`config.mk`:
```
export PLATFORM = sky130hd
export DESIGN_NAME = neuron_mac
export DESIGN_NICKNAME = d
export VERILOG_FILES = /design/src/rtl/neuron_pkg.sv /design/src/rtl/sat_accumulator.sv /design/src/rtl/neuron_mac.sv
export SDC_FILE = /design/constraint.sdc
export NUM_CORES = 1
export LEC_CHECK = 0
export ABC_AREA = 1
export CAP_MARGIN = 10
export CORE_ASPECT_RATIO = 0.5
export CORE_MARGIN = 8
export CORE_UTILIZATION = 55
export DETAILED_ROUTE_END_ITERATION = 6
export PLACE_DENSITY_LB_ADDON = 0.25
export SLEW_MARGIN = 20
export SYNTH_ARGS = -nofsm -noshare
export SYNTH_HDL_FRONTEND = slang
export SYNTH_SLANG_ARGS = --single-unit
```
`constraint.sdc`:
```
create_clock -name clk -period 11.9 [get_ports clk]
set_input_delay 1.785 -clock clk [delete_from_list [all_inputs] [get_ports clk]]
set_output_delay 1.785 -clock clk [all_outputs]
set_load 0.05 [all_outputs]
```
`src/rtl/neuron_pkg.sv`:
```
// Shared types and width helpers for the neuron multiply-accumulate stage.
package neuron_pkg;

    typedef enum logic [1:0] {
        IDLE  = 2'd0,
        ACCUM = 2'd1,
        DRAIN = 2'd2,
        DONE  = 2'd3
    } mac_state_t;

    function automatic int acc_w(input int bits);
        return bits + 25;
    endfunction

    // Saturation bounds for a signed value of the given width.
    function automatic logic signed [63:0] sat_max(input int width);
        return (64'sd1 <<< (width - 1)) - 64'sd1;
    endfunction

    function automatic logic signed [63:0] sat_min(input int width);
        return -(64'sd1 <<< (width - 1));
    endfunction

endpackage

```
`src/rtl/sat_accumulator.sv`:
```
// Signed saturating accumulator: adds one addend per enabled cycle and
// clamps to the representable range, flagging each clamp with a pulse.
module sat_accumulator
    import neuron_pkg::*;
#(
    parameter int W = 33
) (
    input  logic                clk,
    input  logic                rst_n,
    input  logic                clear,
    input  logic                en,
    input  logic signed [W-1:0] addend,
    output logic signed [W-1:0] sum,
    output logic                sat
);

    localparam logic signed [63:0]  MAX_L = sat_max(W);
    localparam logic signed [63:0]  MIN_L = sat_min(W);
    localparam logic signed [W-1:0] MAX_V = MAX_L[W-1:0];
    localparam logic signed [W-1:0] MIN_V = MIN_L[W-1:0];

    logic signed [W:0]   sum_ext;
    logic signed [W-1:0] sum_next;
    logic                ovf;

    // One guard bit is enough: the top two bits disagree exactly when the
    // exact sum lies outside the W-bit range, and the guard bit gives its sign.
    always_comb begin
        sum_ext  = {sum[W-1], sum} + {addend[W-1], addend};
        ovf      = sum_ext[W] ^ sum_ext[W-1];
        sum_next = sum_ext[W-1:0];
        if (ovf) begin
            sum_next = sum_ext[W] ? MIN_V : MAX_V;
        end
        sat = en & ovf;
    end

    always_ff @(posedge clk) begin
        if (!rst_n) begin
            sum <= '0;
        end else if (clear) begin
            sum <= '0;
        end else if (en) begin
            sum <= sum_next;
        end
    end

endmodule

```
`src/rtl/neuron_mac.sv`:
```
// Streaming signed dot-product stage: product register then saturating
// accumulate, one neuron of COUNTER_END terms at a time.
//   state | meaning
//   IDLE  | waiting for start, in_ready low
//   ACCUM | accepting beats until COUNTER_END have been taken
//   DRAIN | last product still in the product register
//   DONE  | result held with sum_valid until sum_ack
module neuron_mac
    import neuron_pkg::*;
#(
    parameter int BITS        = 8,
    parameter int W_BITS      = 15,
    parameter int COUNTER_END = 784
) (
    input  logic                           clk,
    input  logic                           rst_n,
    input  logic                           start,
    input  logic                           in_valid,
    output logic                           in_ready,
    input  logic signed [BITS:0]           x_in,
    input  logic signed [W_BITS:0]         w_in,
    output logic signed [acc_w(BITS)-1:0]  mult_sum_out,
    output logic [31:0]                    counter,
    output logic                           sum_valid,
    input  logic                           sum_ack,
    output logic                           busy,
    output logic                           overflow
);

    localparam int ACC_W  = acc_w(BITS);
    localparam int PROD_W = BITS + W_BITS + 2;

    mac_state_t                state;
    mac_state_t                state_next;
    logic [31:0]               accept_cnt;
    logic [31:0]               accept_cnt_next;
    logic                      accept;
    logic                      last_accept;
    logic                      start_accept;
    logic                      acc_clear;
    logic signed [PROD_W-1:0]  prod_q;
    logic                      prod_valid;
    logic signed [ACC_W-1:0]   addend;
    logic                      sat;

    assign accept      = in_valid & in_ready;
    assign last_accept = accept && (accept_cnt == 32'(COUNTER_END - 1));
    assign addend      = ACC_W'(prod_q);
    assign busy        = (state != IDLE);
    assign sum_valid   = (state == DONE);

    always_comb begin
        state_next   = state;
        start_accept = 1'b0;
        acc_clear    = 1'b0;
        case (state)
            IDLE: begin
                if (start) begin
                    state_next   = ACCUM;
                    start_accept = 1'b1;
                end
            end
            ACCUM: begin
                if (last_accept) begin
                    state_next = DRAIN;
                end
            end
            // The final product is always in flight here, so it lands this edge.
            DRAIN: state_next = DONE;
            DONE: begin
                if (sum_ack) begin
                    acc_clear = 1'b1;
                    if (start) begin
                        state_next   = ACCUM;
                        start_accept = 1'b1;
                    end else begin
                        state_next = IDLE;
                    end
                end
            end
            default: state_next = IDLE;
        endcase
        acc_clear = acc_clear | start_accept;

        accept_cnt_next = accept_cnt;
        if (start_accept) begin
            accept_cnt_next = '0;
        end else if (accept) begin
            accept_cnt_next = accept_cnt + 32'd1;
        end
    end

    always_ff @(posedge clk) begin
        if (!rst_n) begin
            state      <= IDLE;
            accept_cnt <= '0;
            in_ready   <= 1'b0;
            prod_q     <= '0;
            prod_valid <= 1'b0;
            counter    <= '0;
            overflow   <= 1'b0;
        end else begin
            state      <= state_next;
            accept_cnt <= accept_cnt_next;
            in_ready   <= (state_next == ACCUM) && (accept_cnt_next < 32'(COUNTER_END));
            prod_valid <= accept;
            if (accept) begin
                prod_q <= PROD_W'(x_in) * PROD_W'(w_in);
            end
            if (acc_clear) begin
                counter <= '0;
            end else if (prod_valid) begin
                counter <= counter + 32'd1;
            end
            if (start_accept) begin
                overflow <= 1'b0;
            end else if (sat) begin
                overflow <= 1'b1;
            end
        end
    end

    sat_accumulator #(
        .W (ACC_W)
    ) u_acc (
        .clk    (clk),
        .rst_n  (rst_n),
        .clear  (acc_clear),
        .en     (prod_valid),
        .addend (addend),
        .sum    (mult_sum_out),
        .sat    (sat)
    );

endmodule

```
==> out/qor.yml <==
area_growth_syn_to_layout_pct: 13.0
drive_above_1_share_pct: 5.73
max-slew-margin-rel_pct: 42.8
synth_area_sq_um: 13400
slowest_delay_ps: 740
synth.avg_cell_area_sq_um: 6.92
setup_viol: 0
crit_required_ps: 12220
core_area_sq_um: 23900
dpl.hpwl_um: 25800
wl_per_cell_um: 14.0
fillCellCount: 2193
fin_nets: 2235
r2r_slack_ps: 8920
pwr-share-seq_pct: 18.5
maxCapViolCount: 0
grt_pass1_wl_um: 56100
grt_max_degree: 46
hold_viol_final: 0
viasPerCell: 5.23
cp_cell_sequence: "clkdlybuf4s50_1 > nand2_1 > inv_1 > fa_1 > inv_1 > fa_1 > inv_1 > fa_1 > inv_1 > fa_1 > inv_1 > ha_1 > ha_1 > nand2_1 > nor3_1 > nand2_1 > o311ai_0 > nand2_1 > inv_1 > o21ai_0 > nand2_1 > inv_1"
dieArea_sq_um: 29900
crit_top_cell: "inv_1"
crit_type: "input port to flip-flop"
multi_input_area_sq_um: 9290
fmax_ghz: 0.139
cts_root_buffer: "clkbuf_16"
clkPwrFrac_pct: 21.7
clkSinkCount: 127
netSwitchingPower_mw: 1.15
rsz0062_at_grt: "no"
clock_latency_ps: 430
start_util_pct: 55.9
critPathBufInv: 8
seq_area_frac_synth_pct: 19.0
synth_fp_nets: 2176
grt_overflow: 0
grt_pass1_vias: 11700
finClkSkew_ps: 11.9
cp.arrival_ps: 7540
first_pass_iters: 5
ys_seq_elements: 127
first_iter_violations: 814
wirelength_um: 32600
hp-class: "flip-flop to flip-flop"
numPortBuffers: 98
status: "complete, no violations"
die_width_um: 237
gp_congestion: 0.975
yosysWarnings: 0
fin_crit_sh_pct: 60.7
clockBufferDepth: 2
cp-start-kind: "input port"
tightest_slew_ps: 856
seq_area_sq_um: 2540
p_comb_share_pct: 59.9
h-tree-depth: 4
cts_tree: "done"
num_rows: 40
grt_usage_pct: 22.0
drc: 0
slew_violations: 0
ys_types: 47
cpMaxStageDelayCell: "clkdlybuf4s50_1"
post_cts_buffers: 0
p_total_mw: 2.50
crit_path_end_kind: "flip-flop"
p_per_area_nw_per_um2: 165
swShare_pct: 46.1
critPathMaxFanout: 16
clk_pin_slew_worst_paths_ps: 60
cts_hold_buf: 0
power.internal_mw: 1.35
cp_top_family: "adder cells"
leakage_nw: 7.42
die_h_um: 126
grt_antenna_before_repair: 0
final_antenna_net_count: 0
syn_inst: 1934
vias: 12100
ir_worst_vdd_v: 0.000126
diodes: 0
cts_buffers: 17
finalCriticalPeriod_ps: 7220
io_pins: 99
tns_ps: 0
cts_resized: 0
[stage by stage]
stage / std cells / util (%) / hold WS [ps] / instance area, sq um / setup WS [ps]
6_report: 2321 / 63.2 / 473 / 15100 / 4680
5_1_grt: 2321 / 63.2 / 509 / 15100 / 4160
4_1_cts: 2321 / 63.2 / 475 / 15100 / 4610
3_5_place_dp: 2289 / 60.7 / 463 / 14500 / 4220
3_3_place_gp: 2289 / 60.7 / 460 / 14500 / 4360
2_1_floorplan: 1934 / - / 454 / 13400 / 5300
[kinds of logic after synthesis]
| kind of cell | after synthesis | synth area share (%) |
|---|---|---|
| flip-flops | 127 | 19.0 |
| AO/OA/AOI/OAI | 251 | 11.0 |
| multiplexers | 1 | 0.0748 |
| XOR/XNOR | 57 | 3.73 |
| buffers and inverters | 401 | 11.6 |
| adder cells (fa/ha/maj) | 212 | 26.5 |
| AND/OR/NAND/NOR | 885 | 28.0 |
[sequential cells by signal (all words and copies together), names as in the netlist]
| register | count |
|---|---|
| u_acc.sum | 33 |
| accept_cnt | 32 |
| counter | 32 |
| prod_q | 25 |
| state | 2 |
| in_ready | 1 |
| overflow | 1 |
| prod_valid | 1 |
[worst paths after layout]
kind | startpoint | end | cells after the start
setup / recovery | x_in[0] | prod_q[24] | 22
hold / removal | counter[31] | counter[31] | 2
setup reg to reg | in_ready | in_ready | 15
hold reg to reg | counter[31] | counter[31] | 2
[cell type report]
type,instances,share of cell area (%)
multi-input combinational,1406,61.4
sequential,127,16.8
inverter,340,8.45
timing repair buffer,101,6.63
clock buffer,19,2.99
tap,315,2.61
clock inverter,13,1.07
[layer usage]
layer	up-vias	GRT usage, %	part of all wire (%)
li1	6162	-	-
met1	5628	29.7	48
met2	294	36.8	46
met3	48	3.24	4.8
met4	0	5.71	1.8
met5	-	0	0
[synthesized netlist by cell type (all sizes together)]
cell type / n / area share [%]
nor3: 32 / 1.3
o211ai: 5 / 0.28
or2: 7 / 0.33
nand3: 83 / 3.4
mux2i: 1 / 0.075
fa: 120 / 18
inv: 339 / 9.5
o311ai: 1 / 0.065
nor4: 10 / 0.47
o21bai: 8 / 0.45
nor3b: 2 / 0.11
o21a: 4 / 0.22
a31o: 1 / 0.065
ha: 92 / 8.6
dfxtp: 127 / 19
o221ai: 3 / 0.20
xor2: 37 / 2.4
clkbuf: 53 / 1.5
a211oi: 2 / 0.11
clkinv: 1 / 0.028
nand4: 31 / 1.4
o31ai: 1 / 0.056
a31oi: 4 / 0.19
xnor2: 20 / 1.3
a21o: 7 / 0.39
buf: 8 / 0.54
nand2: 497 / 14
nor2: 214 / 6.3
o21ai: 98 / 3.7
nand3b: 8 / 0.45
a21oi: 117 / 5.3
and2: 1 / 0.047
[placed cells by master (no fill, tap or decap), types with 5 or more instances in the layout]
| cell type | n |
|---|---|
| a21oi_2 | 34 |
| a21o_1 | 7 |
| fa_1 | 120 |
| o211ai_1 | 5 |
| nand4_1 | 31 |
| o21bai_1 | 8 |
| xnor2_1 | 20 |
| nand3_1 | 77 |
| nor4_1 | 10 |
| clkdlybuf4s50_1 | 98 |
| nor3_1 | 30 |
| nand2_2 | 15 |
| nor2_1 | 204 |
| nand3_2 | 5 |
| o21ai_0 | 95 |
| nand3b_1 | 8 |
| a21oi_1 | 83 |
| xor2_1 | 37 |
| ha_1 | 92 |
| or2_2 | 6 |
| nor2_2 | 8 |
| nand2_1 | 481 |
| inv_1 | 334 |
| dfxtp_1 | 127 |
| clkbuf_16 | 17 |
[worst min-delay path, stage by stage, from the launching register on]
cell	delay, ps
dfxtp_1	310
inv_1	60
a21oi_1	60
[power by group through the flow]
stage	combinational (mW)	clock (mW)	sequential [mW]
after floorplan	1.14	0	0.483
after global placement	1.47	0	0.471
after detailed placement	1.48	0	0.471
after CTS	1.50	0.548	0.462
after global routing	1.72	0.568	0.464
final	1.50	0.542	0.462
No activity file was read; power rests on OpenSTA's default activity.
